<file path="config.mk">
export PLATFORM = sky130hd
export DESIGN_NAME = uart_tx_fifo_reader
export DESIGN_NICKNAME = d
export VERILOG_FILES = /design/src/rtl/uart_tx_fifo_reader.sv
export SDC_FILE = /design/constraint.sdc
export NUM_CORES = 1
export LEC_CHECK = 0
export CAP_MARGIN = 10
export CORE_MARGIN = 1.5
export CORE_UTILIZATION = 54
export CTS_BUF_LIST = sky130_fd_sc_hd__clkbuf_4
export DETAILED_ROUTE_END_ITERATION = 10
export GPL_TIMING_DRIVEN = 0
export PLACE_DENSITY = 0.78
export SETUP_SLACK_MARGIN = 0.3
export SYNTH_ARGS = -nofsm -noshare
export SYNTH_HDL_FRONTEND = slang
export SYNTH_SLANG_ARGS = --single-unit
</file>
<file path="constraint.sdc">
create_clock -name clk -period 2 [get_ports clk]
set_input_delay 0.4 -clock clk [delete_from_list [all_inputs] [get_ports clk]]
set_output_delay 0.4 -clock clk [all_outputs]
set_load 0.01 [all_outputs]
</file>
<file path="src/rtl/uart_tx_fifo_reader.sv">
// UART transmitter draining a synchronous TX FIFO: pops one byte per frame and
// shifts it out as start, LSB-first data, optional parity, stop.
module uart_tx_fifo_reader #(
  parameter int unsigned DATA_WIDTH = 8,
  parameter int unsigned BAUD_DIV   = 434,
  parameter int unsigned DIV_WIDTH  = 16
) (
  input  logic                  clk,
  input  logic                  rst,
  input  logic                  tx_en,
  input  logic                  parity_en,
  input  logic                  parity_odd,
  input  logic                  fifo_empty,
  output logic                  fifo_r_en,
  input  logic [DATA_WIDTH-1:0] fifo_r_data,
  output logic                  txd,
  output logic                  busy,
  output logic                  frame_done
);

  localparam int unsigned IDX_W = (DATA_WIDTH > 1) ? $clog2(DATA_WIDTH) : 1;
  localparam logic [DIV_WIDTH-1:0] BAUD_LAST = DIV_WIDTH'(BAUD_DIV - 1);
  localparam logic [IDX_W-1:0]     IDX_LAST  = IDX_W'(DATA_WIDTH - 1);

  typedef enum logic [2:0] {
    IDLE, FETCH, LOAD, START, DATA, PARITY, STOP
  } state_t;

  state_t                state;
  logic [DIV_WIDTH-1:0]  baud_cnt;
  logic [IDX_W-1:0]      bit_idx;
  logic [DATA_WIDTH-1:0] shreg;
  logic                  par_en_q;
  logic                  par_bit;

  logic                  bit_last;
  logic                  fetch_ok;
  logic [DIV_WIDTH-1:0]  cnt_inc;
  logic [DATA_WIDTH-1:0] shreg_nxt;

  assign bit_last  = (baud_cnt == BAUD_LAST);
  assign fetch_ok  = tx_en && !fifo_empty;
  assign cnt_inc   = baud_cnt + DIV_WIDTH'(1);
  assign shreg_nxt = shreg >> 1;

  // Outputs are registered together with the state so they always decode the current state.
  always_ff @(posedge clk) begin
    if (rst) begin
      state      <= IDLE;
      baud_cnt   <= '0;
      bit_idx    <= '0;
      shreg      <= '0;
      par_en_q   <= 1'b0;
      par_bit    <= 1'b0;
      txd        <= 1'b1;
      fifo_r_en  <= 1'b0;
      busy       <= 1'b0;
      frame_done <= 1'b0;
    end else begin
      fifo_r_en  <= 1'b0;
      frame_done <= 1'b0;
      case (state)
        IDLE: begin
          txd <= 1'b1;
          if (fetch_ok) begin
            state     <= FETCH;
            fifo_r_en <= 1'b1;
            busy      <= 1'b1;
          end else begin
            busy <= 1'b0;
          end
        end
        FETCH: begin
          state <= LOAD;
        end
        LOAD: begin
          // Read data is valid now, one cycle after the pop strobe.
          state    <= START;
          shreg    <= fifo_r_data;
          par_en_q <= parity_en;
          par_bit  <= (^fifo_r_data) ^ parity_odd;
          baud_cnt <= '0;
          bit_idx  <= '0;
          txd      <= 1'b0;
        end
        START: begin
          if (bit_last) begin
            baud_cnt <= '0;
            state    <= DATA;
            txd      <= shreg[0];
          end else begin
            baud_cnt <= cnt_inc;
          end
        end
        DATA: begin
          if (bit_last) begin
            baud_cnt <= '0;
            if (bit_idx == IDX_LAST) begin
              if (par_en_q) begin
                state <= PARITY;
                txd   <= par_bit;
              end else begin
                state <= STOP;
                txd   <= 1'b1;
              end
            end else begin
              bit_idx <= bit_idx + IDX_W'(1);
              shreg   <= shreg_nxt;
              txd     <= shreg_nxt[0];
            end
          end else begin
            baud_cnt <= cnt_inc;
          end
        end
        PARITY: begin
          if (bit_last) begin
            baud_cnt <= '0;
            state    <= STOP;
            txd      <= 1'b1;
          end else begin
            baud_cnt <= cnt_inc;
          end
        end
        STOP: begin
          txd <= 1'b1;
          if (bit_last) begin
            baud_cnt <= '0;
            // Chain straight into the next pop when more data is queued.
            if (fetch_ok) begin
              state     <= FETCH;
              fifo_r_en <= 1'b1;
            end else begin
              state <= IDLE;
              busy  <= 1'b0;
            end
          end else begin
            baud_cnt   <= cnt_inc;
            frame_done <= (cnt_inc == BAUD_LAST);
          end
        end
        default: begin
          state <= IDLE;
          txd   <= 1'b1;
          busy  <= 1'b0;
        end
      endcase
    end
  end

endmodule

</file>
Word level (Yosys, flattened, before mapping)
Cells that the tools add are included. Widths: inputs -> output; s select.

Bits in registers: 36. Bits of input ports: 14. Output and inout port bits: 4.

$add $sub $neg: 2. Eq/ne operators: 17. Multiplexer cells: 29. Bitwise gates (word level): 4. Reduce and logical (&&, ||, !) cells: 13.

Operators with widths (number): $eq 16x9->1 const B (2); $pmux 16 s2 (1); $mux 3 (8); $pmux 3 s7 (1); $add 16x1->16 const B (1); $mux 16 (1); $mux 8 (2); $ne 2x2->1 const B (8); $pmux 8 s2 (1); $eq 3x3->1 const B (4); $mux 1 (10); $reduce_xor 8->1 (1); $eq 3x2->1 const B (2); $pmux 3 s2 (1); $reduce_and 3->1 (2); $reduce_and 6->1 (1); $pmux 1 s5 (1); $reduce_or 5->1 (1); $reduce_and 4->1 (1); $reduce_bool 2->1 (2); $reduce_or 4->1 (1); $add 3x1->3 const B (1); $eq 3x1->1 const B (1); $logic_not 3->1 (1); 8 further kinds (10).

Depth between registers and ports, before layout
Depth after elaboration: 5. Depth in mapped cells: 9.

Least setup slack after synthesis
No wires, ideal clock.

Path type: register -> register. Start: register baud_cnt[0]. End: register bit_idx[0]. Data arrival time: 2.053 ns. Data required time: 1.872 ns. Path slack: -0.181 ns. Cell stages (with the launch flop): 9. Period minus slack after synthesis: 2.181 ns. Cell sequence: dfxtp_1 > ha_1 > or3b_2 > nor4_4 > o22a_1 > buf_4 > buf_6 > mux2i_1 > nor2_1.

Cells in the longest elaborated chain, start to end: 3.

RTL lines: start: declaration (line 30) `logic [DIV_WIDTH-1:0] baud_cnt;`; start signal: assignment (line 92) `baud_cnt <= cnt_inc;`; start signal: assignment (line 112) `baud_cnt <= cnt_inc;`; start signal: assignment (line 121) `baud_cnt <= cnt_inc;`; $eq 16x9->1 (line 41) `assign bit_last = (baud_cnt == BAUD_LAST);`; $ne 2x2->1 (no source line); $reduce_and 3->1 (no source line); end signal: assignment (line 107) `bit_idx <= bit_idx + IDX_W'(1);`; end: declaration (line 31) `logic [IDX_W-1:0] bit_idx;`.

Every way passes these cells. A chain may end at the register's enable or synchronous reset.

Final worst setup path
Start: register baud_cnt[10]. End: register baud_cnt[1].

Cells in the longest elaborated chain, start to end: 3.

RTL lines: $eq 16x9->1 (line 41); $mux 16; $pmux 16 s2 (line 62) `case (state)`.

Every way passes these cells.

==> reports/metrics.csv <==
stage,metric,value,unit
cts,cts_htree_levels,2,
flow_run,cap_violations,0,
synthesis,post_synth_instance_area,0.002286,mm^2
placed_design,place_worst_setup_slack,-0.2481,ns
synthesis,synth-adder-area-share,2.737,%
floorplan,die_w,68.07,um
power,seqPwrFrac,55.8,%
timing,max-slew-margin-rel,50.03,%
grt,grt_start_max_net_pins,12,
synthesis,register_area_share_after_synthesis,31.53,%
route,drt_pre_antenna_iters,5,
floorplan,fp.dieArea,0.004633,mm^2
synthesis,area_contributors_post_synth,"sky130_fd_sc_hd__dfxtp_1, sky130_fd_sc_hd__a21oi_1, sky130_fd_sc_hd__nor2_1, sky130_fd_sc_hd__a311oi_1, sky130_fd_sc_hd__nand2_1",
power,p_comb_share,14.0,%
synthesis,synth_edf_count,0,
floorplan,initial_standard_cell_utilization_of_the_core,56.74,%
synthesis,largest_family_of_logic_cells_by_synthesized_area,simple AND/OR/NAND/NOR gates,
worst_setup_path,critical_setup_path_class,reg2reg,
floorplan,coreArea,0.004029,mm^2
power,vdd_drop_max,0.0003532,V
synthesis,yosysTopAreaCellShare,31.53,%
placed_design,globalplace.congestion,0.8715,
synthesis,synth_warnings,0,
grt,antenna_found_initial,0,
timing,layout_worst_path_cycle_share,106.0,%
synthesis,synth.lib_cells_used.distinct,50,
worst_setup_path,timing.critical_path.slowest_stage_cell,sky130_fd_sc_hd__or4_4,
synthesis,yosysTopAreaCell,sky130_fd_sc_hd__dfxtp_1,
worst_setup_path,cp_slowest_stage_delay,0.53,ns
cts,buffer_depth_of_the_longest_clock_path,2,
layout,final_layout_size_suffix_gt1_share,21.96,%
synthesis,netlist_instances,299,
hold_path,worst_hold_path_type,in2reg,
power,power_switching_share,27.65,%
floorplan,boundaryPins,18,
route,detailroute.via_count,2458,
timing,layout_min_cycle_time,2.120,ns
outcome,violations_in_the_final_reports,negative setup slack,
timing,worst_tran_pin_value,0.7496,ns
grt,grt_pass1_wl,10.27,mm
floorplan,die_h,68.07,um
cts,clock-sinks,36,
layout,synthToLayoutAreaGrowth,28.57,%
timing,setup_viol,25,
cts,numCtsBuffers,5,
cts,path_clk_slew,0.12,ns
placed_design,hpwlAfterDp,4.193,mm
timing,drv_slew,0,
floorplan,std_cell_rows,23,
synthesis,yosys.area_share.xor_xnor,4.598,%
worst_setup_path,crit_path_end_kind,flip-flop,
synthesis,synth_simple_gate_area_share,31.09,%
worst_setup_path,worst-path-max-fanout,8,
placed_design,place.port_buffers,16,
cts,cts_tree,built,
route,drt-total-wl,6.653,mm
synthesis,synth_mux_area_share,2.189,%
timing,fin_ws,-0.1200,ns
worst_setup_path,setup.worst_path.start_class,flip-flop,
synthesis,async_set_or_reset_register_ratio_after_synthesis,0,%
power,p_clk_share,30.2,%
route,drt_iter0_drc,246,
power,power_leakage,0.9942,nW
grt,gr-usage-all-layers,29.69,%
timing,finalClockSkew,0.01234,ns
synthesis,syn_nets,318,
layout,mostFrequentLayoutCell,sky130_fd_sc_hd__dfxtp_1,
outcome,status,"finished, violations left",
route,ant_nets,0,
cts,hold_buffers,0,
layout,layout.nets,355,
grt,total_grt_overflow,0,
worst_setup_path,crit_path_cell_trace,or4_4 > nor4_4 > buf_6 > buf_4 > buf_6 > nor2_4 > buf_8 > a22oi_2 > nor2_1,
synthesis,synth_top_flop_cell,sky130_fd_sc_hd__dfxtp_1,
worst_setup_path,worst-endpoint-arrival,2.36,ns
power,internal,0.0009599,W
timing,final-hold-violation-count,0,
layout,final_cell_mix,"sky130_fd_sc_hd__dfxtp_1, sky130_fd_sc_hd__nor2_1, sky130_fd_sc_hd__nand2_1, sky130_fd_sc_hd__a21oi_1",
placed_design,dp_cells,365,
synthesis,synth_compound_area_share,21.35,%
timing,fmax,471.7,MHz
cts,cts-root-buf,sky130_fd_sc_hd__clkbuf_4,
power,switchingPower,0.0003668,W
layout,finish.cell_count_without_fillers,387,
worst_setup_path,timing.critical_path.max_delay_family,simple AND/OR/NAND/NOR gates,
cts,insertion_delay,0.36,ns
grt,grt_pass1_vias,2207,
route,detail_route.wl_per_cell,17.19,um
synthesis,synth-seq-cells,36,
route,remaining_drc_errors,0,
worst_setup_path,cpMostUsedCell,sky130_fd_sc_hd__buf_6,
worst_setup_path,critical_path_buf_inv_count,4,
layout,antenna_diode_count,0,
route,detail_route.vias_per_cell,6.351,
synthesis,synth_area_per_cell,7.645,um^2
power,power_per_cell_area,451.4,mW/mm^2
worst_setup_path,timing.critical_path.required,2.24,ns
timing,setup_repair_after_global_routing_missed_its_margin,true,
==> sequential cells by signal, summed over array words and instances, names as in the netlist <==
signal	flops
baud_cnt	16
shreg	8
bit_idx	3
state	3
busy	1
fifo_r_en	1
frame_done	1
par_bit	1
par_en_q	1
txd	1
==> worst paths after layout <==
check	startpoint	endpoint	slack, ns	depth (start not counted)
setup / recovery	baud_cnt[10]	baud_cnt[1]	-0.12	9
hold / removal	rst	busy	0.37	2
setup reg to reg	baud_cnt[10]	baud_cnt[1]	-0.12	9
hold reg to reg	par_bit	par_bit	0.48	2
==> final cells by class <==
class,count,area (um^2)
clock buffers,6,45.04
plain buffers,25,172.7
well taps,50,62.56
inverters,10,40.04
fillers,331,1090
multi-input cells,228,1567
flip-flops and latches,36,737.0
clock inverters,2,7.507
repair buffers,30,307.8
==> cell usage after synthesis (2+ instances only) <==
cell type                  number
sky130_fd_sc_hd__dfxtp_1       36
sky130_fd_sc_hd__nor2_1        26
sky130_fd_sc_hd__a21oi_1       24
sky130_fd_sc_hd__nand2_1       23
sky130_fd_sc_hd__clkbuf_1      18
sky130_fd_sc_hd__nand3_1       17
sky130_fd_sc_hd__nor3_1        16
sky130_fd_sc_hd__o21ai_0       16
sky130_fd_sc_hd__a311oi_1      11
sky130_fd_sc_hd__inv_1         10
sky130_fd_sc_hd__xnor2_1        8
sky130_fd_sc_hd__a31oi_1        7
sky130_fd_sc_hd__and3_1         5
sky130_fd_sc_hd__buf_2          5
sky130_fd_sc_hd__ha_1           5
sky130_fd_sc_hd__mux2i_1        5
sky130_fd_sc_hd__nand4_1        5
sky130_fd_sc_hd__or3_1          4
sky130_fd_sc_hd__xor2_1         4
sky130_fd_sc_hd__nand2b_1       3
sky130_fd_sc_hd__nand3b_1       3
sky130_fd_sc_hd__nand4b_1       3
sky130_fd_sc_hd__nor4_1         3
sky130_fd_sc_hd__nor4b_1        3
sky130_fd_sc_hd__or3b_2         3
sky130_fd_sc_hd__a211oi_1       2
sky130_fd_sc_hd__a21o_1         2
sky130_fd_sc_hd__and2_1         2
sky130_fd_sc_hd__and4_1         2
sky130_fd_sc_hd__nor3b_1        2
sky130_fd_sc_hd__nor4bb_1       2
sky130_fd_sc_hd__o211ai_1       2
sky130_fd_sc_hd__o22ai_1        2
sky130_fd_sc_hd__o31ai_1        2
sky130_fd_sc_hd__or2_2          2
sky130_fd_sc_hd__or4_1          2
==> cells by family (layout without fill, tap and decap cells) <==
group	count (synthesis)	in the layout
flops	36	36
xor+xnor	12	12
compound gates	77	77
buf+inv	35	73
simple gates	129	129
mux	5	5
fa+ha+maj	5	5
==> layer usage <==
layer  GRT usage [%]  share of wire, %
met5               0                 0
met4           14.75               2.7
met1           39.86                44
met3           5.428               6.6
met2           45.51                47
==> stage by stage <==
stage               util [%]  power (W)  hold WS, ns  cell area (um^2)  setup TNS [ns]
floorplan                  -  0.0008557       0.4463              2340               0
global placement       63.60  0.0009142       0.4579              2562          -2.743
detailed placement     63.60  0.0009169       0.4614              2562          -3.327
CTS                    69.19   0.001318       0.3967              2788          -1.048
global route           72.95   0.001372       0.4234              2939          -3.812
finish                 72.95   0.001327       0.3711              2939          -1.807
==> power by group through the flow <==
stage	logic, W	registers, W	clock network, W
2_1_floorplan	0.0000999	0.000756	0
3_3_place_gp	0.000158	0.000757	0
3_5_place_dp	0.000160	0.000757	0
4_1_cts	0.000174	0.000740	0.000404
5_1_grt	0.000202	0.000741	0.000429
6_report	0.000186	0.000740	0.000401
==> timing repair <==
action                                  in CTS  in global routing
endpoints found under the setup margin      34                 37
gates cloned                                 1                  0
pin swaps                                    9                 12
setup buffers                                9                  4
gates resized for setup                     20                 50
No activity file was read; power rests on OpenSTA's default activity.
